==> config.mk <==
export PLATFORM = sky130hd
export DESIGN_NAME = fetch_unit
export DESIGN_NICKNAME = d
export VERILOG_FILES = /design/src/rtl/fetch_unit.sv
export SDC_FILE = /design/constraint.sdc
export NUM_CORES = 1
export LEC_CHECK = 0
export CORE_UTILIZATION = 40
export CTS_BUF_LIST = sky130_fd_sc_hd__clkbuf_2 sky130_fd_sc_hd__clkbuf_4 sky130_fd_sc_hd__clkbuf_8
export CTS_CLUSTER_SIZE = 16
export DETAILED_ROUTE_END_ITERATION = 16
export PLACE_DENSITY = 0.79
export SLEW_MARGIN = 20
export SYNTH_ARGS = -nofsm -noshare
export SYNTH_HDL_FRONTEND = slang
export SYNTH_SLANG_ARGS = --single-unit
==> constraint.sdc <==
create_clock -name clk -period 2.94 [get_ports clk]
set_clock_uncertainty 0.15 [all_clocks]
set_input_delay 0.588 -clock clk [delete_from_list [all_inputs] [get_ports clk]]
set_output_delay 0.588 -clock clk [all_outputs]
set_load 0.01 [all_outputs]
==> src/rtl/fetch_unit.sv <==
`default_nettype none
// ============================================================================
// Module   : fetch_unit
// Brief    : Instruction fetch and next-PC stage. Owns the PC, fetches over a
//            req/ack handshake, holds the instruction until retire.
// Revision : 1.0 - initial release
// ============================================================================
module fetch_unit #(
    parameter logic [31:0] RESET_PC  = 32'h0000_0000,
    parameter logic [31:0] NOP_INSTR = 32'h0000_0013
) (
    input  logic        clk,
    input  logic        rst,
    output logic        imem_req,
    output logic [31:0] imem_addr,
    input  logic [31:0] imem_rdata,
    input  logic        imem_ack,
    input  logic        branch,
    input  logic        jump,
    input  logic        zero,
    input  logic        jalr,
    input  logic [31:0] imm_ext,
    input  logic [31:0] alu_result,
    input  logic        retire,
    output logic        instr_valid,
    output logic [31:0] instr,
    output logic [6:0]  op,
    output logic [2:0]  funct3,
    output logic        funct7_5,
    output logic [31:0] pc,
    output logic [31:0] pc_plus4,
    output logic        misalign_trap,
    output logic [31:0] instret
);

    localparam logic [1:0] c_st_fetch = 2'd0;
    localparam logic [1:0] c_st_exec  = 2'd1;
    localparam logic [1:0] c_st_halt  = 2'd2;

    logic [1:0]  r_state;
    logic [31:0] r_pc;
    logic [31:0] r_instr;
    logic [31:0] r_instret;
    logic        r_trap;

    logic        w_pc_src;
    logic [31:0] w_next_pc;

    always_comb begin
        w_pc_src = (branch & zero) | jump;
        if (jalr) begin
            w_next_pc = alu_result & 32'hFFFF_FFFE;
        end else if (w_pc_src) begin
            w_next_pc = r_pc + imm_ext;
        end else begin
            w_next_pc = r_pc + 32'd4;
        end
    end

    always_ff @(posedge clk) begin
        if (rst) begin
            r_state   <= c_st_fetch;
            r_pc      <= RESET_PC;
            r_instr   <= NOP_INSTR;
            r_instret <= 32'd0;
            r_trap    <= 1'b0;
        end else begin
            case (r_state)
                c_st_fetch: begin
                    if (imem_ack) begin
                        r_instr <= imem_rdata;
                        r_state <= c_st_exec;
                    end
                end
                c_st_exec: begin
                    if (retire) begin
                        if (w_next_pc[1:0] == 2'b00) begin
                            r_pc      <= w_next_pc;
                            r_instret <= r_instret + 32'd1;
                            r_state   <= c_st_fetch;
                        end else begin
                            // Misaligned target: freeze PC/instret for trap handling
                            r_trap  <= 1'b1;
                            r_instr <= NOP_INSTR;
                            r_state <= c_st_halt;
                        end
                    end
                end
                c_st_halt: begin
                    r_state <= c_st_halt;
                end
                default: begin
                    r_instr <= NOP_INSTR;
                    r_state <= c_st_halt;
                end
            endcase
        end
    end

    // Gating with rst keeps req/valid low for every cycle reset is held
    assign imem_req      = (r_state == c_st_fetch) & ~rst;
    assign instr_valid   = (r_state == c_st_exec) & ~rst;
    assign imem_addr     = r_pc;
    assign pc            = r_pc;
    assign pc_plus4      = r_pc + 32'd4;
    assign instr         = r_instr;
    assign op            = r_instr[6:0];
    assign funct3        = r_instr[14:12];
    assign funct7_5      = r_instr[30];
    assign misalign_trap = r_trap;
    assign instret       = r_instret;

endmodule
`default_nettype wire

; ---- Word-level counts from Yosys, hierarchy flattened
; Index checks and enable logic that the tools add are counted.
[word_totals]
ff_bits = 99
inputBits = 104
out_inout_bits = 174
[op_classes]
addsub = 3
n_eq_ne = 5
muxes = 10
bitwise = 7
reduce_logical = 6
[ops]
columns = operator, count
row1 = $mux 32, 5
row2 = $pmux 32 s3, 1
row3 = $add 32x1->32 const B, 1
row4 = $add 32x3->32 const B, 1
row5 = $add 32x32->32, 1
row6 = $mux 2, 3
row7 = $ne 2x2->1 const B, 3
row8 = $reduce_and 3->1, 2
row9 = $logic_not 2->1, 2
row10 = $pmux 2 s2, 1
row11 = $reduce_and 4->1, 1
row12 = $and 1x1->1, 3
row13 = $not 1->1, 3
row14 = $eq 2x1->1 const B, 1
row15 = $eq 2x2->1 const B, 1
row16 = $reduce_and 2->1, 1
row17 = $or 1x1->1, 1

; ---- Longest topological paths before layout
; Gate-level depths: netlist (run 1).
[depth]
ltp_word = 8
ltp_mapped = 12
depth_no_buf = 11

; ---- Least setup slack after synthesis (run 1)
; Ideal clock, no wire load.
[synth_timing]
path_type = input to register
start = input port imm_ext[0]
end = register r_instret[24], in the netlist instret[24]
arrival_ns = 2.919
t_required_ns = 2.720
slack_ns = -0.199
stages = 11
path_buffers = 1
path_cell_list = ha_1 -> fa_1 -> nor2_1 -> a211oi_1 -> a2111oi_4 -> and3_1 -> and3_1 -> buf_4 -> nand2_2 -> or3_1 -> a21oi_1
[synth_via]
elab_chain_cells = 5
[synth_rtl]
columns = item, line_no
row1 = "start, declared", 22  ; input logic [31:0] imm_ext,
row2 = $add 32x32->32, 54  ; w_next_pc = r_pc + imm_ext;
row3 = $mux 32, 53  ; end else if (w_pc_src) begin
row4 = $mux 32, 51  ; if (jalr) begin
row5 = $logic_not 2->1, 77  ; if (w_next_pc[1:0] == 2'b00) begin
row6 = $reduce_and 3->1 (no line), n/a
row7 = "end signal, assigned", 79  ; r_instret <= r_instret + 32'd1;
row8 = "end, declared", 43  ; logic [31:0] r_instret;
; No other way between the ends.
; A chain may end at the register's enable or synchronous reset.

; ---- Final worst setup path (run 1)
[layout_timing]
start = register r_pc[0], in the netlist imem_addr[0]
end = register r_pc[16], in the netlist imem_addr[16]
[layout_via]
elab_chain_cells = 5
word_cells_on_any_way = 6
classes_between = 2 x add/sub / 2 x mux / 2 x reduce/logical
[layout_rtl]
columns = item, line_no
row1 = "start, declared", 41  ; logic [31:0] r_pc;
row2 = "start signal, assigned", 78  ; r_pc <= w_next_pc;
row3 = $add 32x3->32 or $add 32x32->32 (tied branches), "56, 54"
row4 = $mux 32 (*), 53
row5 = $mux 32 (*), 51
row6 = $logic_not 2->1, 77
row7 = $reduce_and 3->1 (no line), n/a
; Mark *: on every way between the ends. The rest lies on a longest branch, timed or not.

==> impl_metrics.csv, run 1 <==
group,metric,value,unit
floorplanning,fp.dieW,131,µm
power_and_ir_drop,p_per_area,307,nW/µm²
power_and_ir_drop,intPower,2.33,mW
sta,finalHoldViolCount,0,
worst_setup_path,crit_path_start_kind,"flip-flop",
clocking,cts_buffer_depth,2,
final_layout,drive_gt1_share,25.2,%
clocking,h-tree-depth,3,
yosys,synth_area,6660,µm²
power_and_ir_drop,switching_share,32.9,%
final_layout,area_growth,69.5,%
place,dpl.hpwl,18600,µm
floorplanning,num_rows,46,
yosys,yosysUniqueCellTypes,58,
power_and_ir_drop,combPwrFrac,31.4,%
clocking,cts_tree,"built",
detailed_routing,ant_nets,0,
yosys,synth_common_cells,"129 x nor2_1, 99 x dfxtp_1, 77 x nand2_1",
worst_setup_path,crit_required,3.09,ns
flow_run,drv_cap,0,
yosys,yosysMostFrequentCell,"nor2_1",
detailed_routing,drc,0,
clocking,clkTransAtPathRegs,0.12,ns
detailed_routing,dr_wl_met3,1950,µm
floorplanning,top_level_ports,278,
power_and_ir_drop,p_leak,4.87,nW
yosys,seq_area_frac_synth,29.8,%
power_and_ir_drop,worst_ir_drop_vdd,0.000301,V
detailed_routing,wl_met2,12400,µm
sta,fmax,346,MHz
place,port-buffer-count,276,
floorplanning,core,16100,µm²
sta,slew_headroom,58.1,%
worst_setup_path,critical_path_class,"flip-flop to flip-flop",
place,dp.cells,1428,
power_and_ir_drop,power_switching,1.14,mW
yosys,yosys.area.top_type,"dfxtp_1",
min_path,hold_path_class,"flip-flop to flip-flop",
detailed_routing,via_per_inst,5.36,
power_and_ir_drop,p_seq_share,42.1,%
detailed_routing,wirelength_met1,10200,µm
yosys,syn_avg_cell_area,7.72,µm²
final_layout,layout.nets,1376,
global_route,grt_pass1_vias,7486,
global_route,grt_max_degree,56,
detailed_routing,wl_per_cell,17.3,µm
yosys,netlist.area_leader.share,29.8,%
yosys,synth_warnings,0,
status,status,"finished, final reports clean",
detailed_routing,firstDrtPassIters,5,
worst_setup_path,cp_top_family,"compound AO/OA/AOI/OAI gates",
final_layout,fillers,1246,
worst_setup_path,critPathBufInv,1,
yosys,synth_area_leaders,"dfxtp_1 30%, nor2_1 7.3%, ha_1 6.2%",
detailed_routing,vias,7821,
worst_setup_path,cp_slowest_cell,"fa_1",
sta,finalSetupViolations,0,
sta,fin_crit,2.89,ns
sta,report.final.slew_viol_count,0,
detailed_routing,dr.first_iter.drc_count,466,
floorplanning,start_util,41.4,%
clocking,numCtsBuffers,9,
worst_setup_path,crit_fanout,4,
sta,rsz0062_at_grt,"yes",
worst_setup_path,worstSetupEndpointType,"flip-flop",
clocking,cts_sinks,99,
clocking,cts_hold_buf,0,
sta,timing.final.crit_share,98.2,%
detailed_routing,wirelength,25300,µm
yosys,synth_enable_flop_cells,0,
global_route,grt_pass1_wl,36900,µm
yosys,synth.net_count,1000,
final_layout,instances_no_fill,1459,
final_layout,antenna_cells,0,
detailed_routing,highest_layer,"met4",
global_route,grt_usage,27.7,%
global_route,grt_overflow,0,
yosys,syn_inst,862,
global_route,antenna_found_initial,0,
yosys,ys.flop_type,"dfxtp_1",
floorplanning,dieHeight,131,µm
clocking,worst_skew_pair.late_latency,0.39,ns
worst_setup_path,worstPathArrival,3.03,ns
sta,worstMarginPinSlew,0.629,ns
yosys,async_flop_share,0,%
yosys,ys_ff_latch,99,
final_layout,final_util,70.3,%
sta,hold_slack,0.340,ns
worst_setup_path,crit_chain,"ha_4 -> fa_1 -> a21oi_1 -> o21ai_1 -> a21oi_2 -> a211oi_4 -> nor2_2 -> buf_4 -> o21ai_0 -> mux2_2 -> nand2_1 -> a32o_1",
floorplanning,dieArea,17200,µm²
power_and_ir_drop,clock_power_share,26.5,%
place,place_congestion,0.914,
clocking,clockRootBuffer,"clkbuf_8",
worst_setup_path,cpPeakStageDelay,0.41,ns
cell type report:
class / count / area, µm² / area share [%]
well taps: 216 / 270 / 2.40
inverters: 19 / 71.3 / 0.632
clock buffers: 9 / 124 / 1.10
clock inverters: 7 / 80.1 / 0.710
repair buffers: 451 / 4050 / 35.9
flip-flops and latches: 99 / 2010 / 17.8
multi-input cells: 658 / 4680 / 41.5
what timing repair did:
item | in CTS | in global routing
pin swaps | 35 | 47
setup buffers | 5 | 11
endpoints found under the setup margin | 73 | 47
gates resized for setup | 99 | 86
path summary, 6_finish.rpt:
path / start / to / slack, ns / cells past startpoint
max reg2reg: imem_addr[0]$_SDFFE_PP0P_ / imem_addr[16]$_SDFFE_PP0P_ / 0.05 / 12
max: imem_addr[0]$_SDFFE_PP0P_ / imem_addr[16]$_SDFFE_PP0P_ / 0.05 / 12
min: instr[9]$_SDFFE_PP0P_ / instr[9]$_SDFFE_PP0P_ / 0.34 / 1
min reg2reg: instr[9]$_SDFFE_PP0P_ / instr[9]$_SDFFE_PP0P_ / 0.34 / 1
placed cells by master, fill, tap and decap left out, drive strengths merged, types with 9 or more instances in the layout:
cell type,instances
clkdlybuf4s50,233
buf,184
nor2,129
dfxtp,99
nand2,78
a21oi,70
xor2,41
xnor2,37
ha,33
nand3,32
o21ai,29
inv,21
nor3,21
dlygate4sd2,19
and3,19
a21o,18
nand4,15
a22o,14
a211oi,13
clkbuf,13
dlymetal6s2s,10
a31oi,9
or3,9
through the flow:
stage,setup WS [ns],power (mW),area [µm²],TNS (ns)
2_1_floorplan,-0.112,1.94,6720,-0.879
3_3_place_gp,-0.777,2.49,10500,-43.40
3_5_place_dp,-0.835,2.50,10500,-46.14
4_1_cts,-0.00343,3.43,10900,-0.00343
5_1_grt,-0.0517,3.62,11300,-0.310
6_report,0.0537,3.46,11300,0
power by group through the flow:
stage	clock, mW	sequential, mW	combinational (mW)
CTS	0.933	1.46	1.04
finish	0.919	1.46	1.09
global route	0.983	1.47	1.17
detailed placement	0	1.49	1.01
floorplan	0	1.51	0.430
global placement	0	1.48	1.00
routing by layer:
metal	track usage (%)	vias up
li1	-	3749
met1	32.3	3642
met2	49.5	361
met3	6.23	69
met4	9.60	0
met5	0	-
logic make-up (layout without fill, tap and decap cells):
logic type | after synthesis | count (layout) | share of synthesized area, %
multiplexers | 7 | 7 | 1.09
flip-flops | 99 | 99 | 29.8
AO/OA/AOI/OAI | 210 | 210 | 21.4
adder cells (fa/ha/maj) | 34 | 34 | 6.51
XOR/XNOR | 78 | 78 | 10.3
buffers and inverters | 105 | 486 | 8.52
AND/OR/NAND/NOR | 329 | 329 | 22.5
state kept, by name, summed over array words and instances (netlist names):
signal,cells
imem_addr,32
instr,32
instret,32
misalign_trap,1
r_state,2
(Power assumes the default switching activity.)
==> run 2: changes to the inputs <==
--- a/config.mk
+++ b/config.mk
@@ -5,11 +5,12 @@
 export SDC_FILE = /design/constraint.sdc
 export NUM_CORES = 1
 export LEC_CHECK = 0
-export CORE_UTILIZATION = 40
+export CORE_MARGIN = 1
+export CORE_UTILIZATION = 45
 export CTS_BUF_LIST = sky130_fd_sc_hd__clkbuf_2 sky130_fd_sc_hd__clkbuf_4 sky130_fd_sc_hd__clkbuf_8
 export CTS_CLUSTER_SIZE = 16
 export DETAILED_ROUTE_END_ITERATION = 16
-export PLACE_DENSITY = 0.79
+export PLACE_DENSITY = 0.84
 export SLEW_MARGIN = 20
 export SYNTH_ARGS = -nofsm -noshare
 export SYNTH_HDL_FRONTEND = slang
==> constraint.sdc (replaced) <==
create_clock -name clk -period 2.9 [get_ports clk]
set_clock_uncertainty 0.15 [all_clocks]
set_input_delay 0.58 -clock clk [delete_from_list [all_inputs] [get_ports clk]]
set_output_delay 0.58 -clock clk [all_outputs]
set_load 0.01 [all_outputs]
==> impl_metrics.csv, run 2 (same netlist as run 1, synthesis figures left out) <==
group,metric,value,unit
worst_setup_path,r2r_setup_slack,-0.07,ns
status,violations,"negative setup slack",
final_layout,fillers,919,
global_route,use_met3,7.46,%
clocking,cts_hold_buf,0,
detailed_routing,ant_nets,0,
worst_setup_path,rr_endpoint,"imem_addr[22]$_SDFFE_PP0P_",
final_layout,area_growth,72.2,%
floorplanning,num_rows,44,
status,status,"finished, violations left",
clocking,clkTransAtPathRegs,0.12,ns
detailed_routing,vias,8323,
sta,report.final.slew_viol_count,0,
power_and_ir_drop,power,3.58,mW
clocking,clockRootBuffer,"clkbuf_8",
worst_setup_path,cp_top_family,"simple AND/OR/NAND/NOR gates",
worst_setup_path,crit_fanout,3,
worst_setup_path,cpPeakStageDelay,0.36,ns
sta,finalHoldViolCount,0,
global_route,grtUsageMet1,35.9,%
global_route,antenna_found_initial,0,
worst_setup_path,worstSetupEndpointType,"output pin",
floorplanning,top_level_ports,278,
place,place_congestion,0.934,
worst_setup_path,cp.depth,7,
clocking,numCtsBuffers,9,
global_route,grt_pass1_vias,7872,
worst_setup_path,reg2reg_depth,16,
floorplanning,core,14500,µm²
flow_run,drv_cap,0,
final_layout,drive_gt1_share,27.1,%
detailed_routing,firstDrtPassIters,5,
floorplanning,fp.dieW,124,µm
worst_setup_path,critPathCapture,"pc_plus4[30]",
final_layout,final_cell_mix,"233 x clkdlybuf4s50_1, 181 x buf_4, 117 x nor2_1",
sta,fin_ws,-0.128,ns
final_layout,instances_no_fill,1444,
final_layout,layout.nets,1393,
sta,timing.final.crit_share,104,%
clocking,worst_skew_pair.late_latency,0.40,ns
place,dpl.hpwl,18700,µm
place,port-buffer-count,276,
clocking,h-tree-depth,3,
place,dp.cells,1392,
sta,finalSetupViolations,9,
global_route,met2_usage,56.6,%
global_route,grt_busiest_layer,"met2",
power_and_ir_drop,p_leak,4.99,nW
detailed_routing,via_per_inst,5.76,
detailed_routing,drc,0,
global_route,grt_overflow,0,
worst_setup_path,critical_path_class,"flip-flop to output pin",
sta,slew_headroom,57.0,%
power_and_ir_drop,worst_ir_drop_vdd,0.000302,V
clocking,cts_buffer_depth,2,
global_route,grt_usage,32.3,%
sta,fin_crit,3.03,ns
min_path,hold_path_class,"flip-flop to flip-flop",
clocking,cts_tree,"built",
detailed_routing,dr.first_iter.drc_count,743,
worst_setup_path,cp_slowest_cell,"or2_4",
sta,fmax,330,MHz
worst_setup_path,crit_chain,"and4_1 -> nand4_1 -> or2_4 -> buf_6 -> nor4_4 -> xor2_1 -> buf_2",
sta,rsz0062_at_grt,"yes",
detailed_routing,wirelength,26800,µm
global_route,grt_max_degree,55,
floorplanning,dieArea,15300,µm²
floorplanning,dieHeight,124,µm
worst_setup_path,worstPathArrival,2.30,ns
place,dp_worst_setup_slack,-0.837,ns
worst_setup_path,cp-startpoint,"imem_addr[7]$_SDFFE_PP0P_",
worst_setup_path,r2r_start,"imem_addr[7]$_SDFFE_PP0P_",
global_route,grt_pass1_wl,38400,µm
worst_setup_path,critPathBufInv,2,
worst_setup_path,crit_required,2.17,ns
final_layout,final_util,79.2,%
clocking,cts_sinks,99,
floorplanning,start_util,46.0,%
sta,tns,-0.506,ns
sta,worstMarginPinSlew,0.645,ns
worst_setup_path,crit_path_start_kind,"flip-flop",
final_layout,antenna_cells,0,
detailed_routing,wl_per_cell,18.6,µm
final_layout,final_common_cell,"clkdlybuf4s50_1",
power_and_ir_drop,p_per_area,312,nW/µm²
==> run 2: cell count changes in the layout (fill, tap and decap cells not counted), moves of 4 or more <==
| cell | delta |
|---|---|
| dlygate4sd2_1 | -9 |
| dlymetal6s2s_1 | +5 |
| a211oi_2 | +4 |
| buf_6 | +8 |
| buf_4 | +10 |
==> run 2: worst min-delay path by stage <==
stage / endpoint / startpoint / slack (ns) / cells past startpoint
detailed placement: instr[31]$_SDFFE_PP0P_ / instr[31]$_SDFFE_PP0P_ / 0.31 / 1
finish: instr[9]$_SDFFE_PP0P_ / instr[9]$_SDFFE_PP0P_ / 0.34 / 1
global route: r_state[1]$_SDFFE_PP0P_ / rst / 0.33 / 2
CTS: r_state[1]$_SDFFE_PP0P_ / rst / 0.31 / 2
floorplan: misalign_trap$_SDFFE_PP0P_ / misalign_trap$_SDFFE_PP0P_ / 0.35 / 2
global placement: instr[7]$_SDFFE_PP0P_ / instr[7]$_SDFFE_PP0P_ / 0.30 / 1
==> run 2: timing repair <==
action	in CTS	in global routing
endpoints found under the setup margin	71	52
buffers inserted	20	16
pin swaps	35	54
resized for setup	97	107
==> run 2: per-layer routing <==
metal / share of wire [%] / vias up
met5: 0 / -
met4: 4.5 / 0
met3: 8.4 / 115
met2: 50 / 483
met1: 38 / 3936
li1: - / 3789
==> run 2: metrics by stage <==
stage,hold slack (ns),cell area [µm²]
5_1_grt,0.331,11500
3_5_place_dp,0.313,10400
2_1_floorplan,0.354,6720
6_report,0.342,11500
3_3_place_gp,0.305,10400
4_1_cts,0.311,10900
==> run 2: final cells by class <==
class	count	area (µm²)	share of cell area (%)
Multi-Input combinational cell	658	4730	41.3
Timing Repair Buffer	468	4220	36.8
Sequential cell	99	2000	17.5
Tap cell	184	230	2.01
Clock buffer	9	124	1.08
Clock inverter	7	86.3	0.753
Inverter	19	71.3	0.622
==> run 2: power by group <==
part | internal, mW | switching (mW)
Combinational | 0.608 | 0.525
Sequential | 1.42 | 0.0535
Clock | 0.352 | 0.617
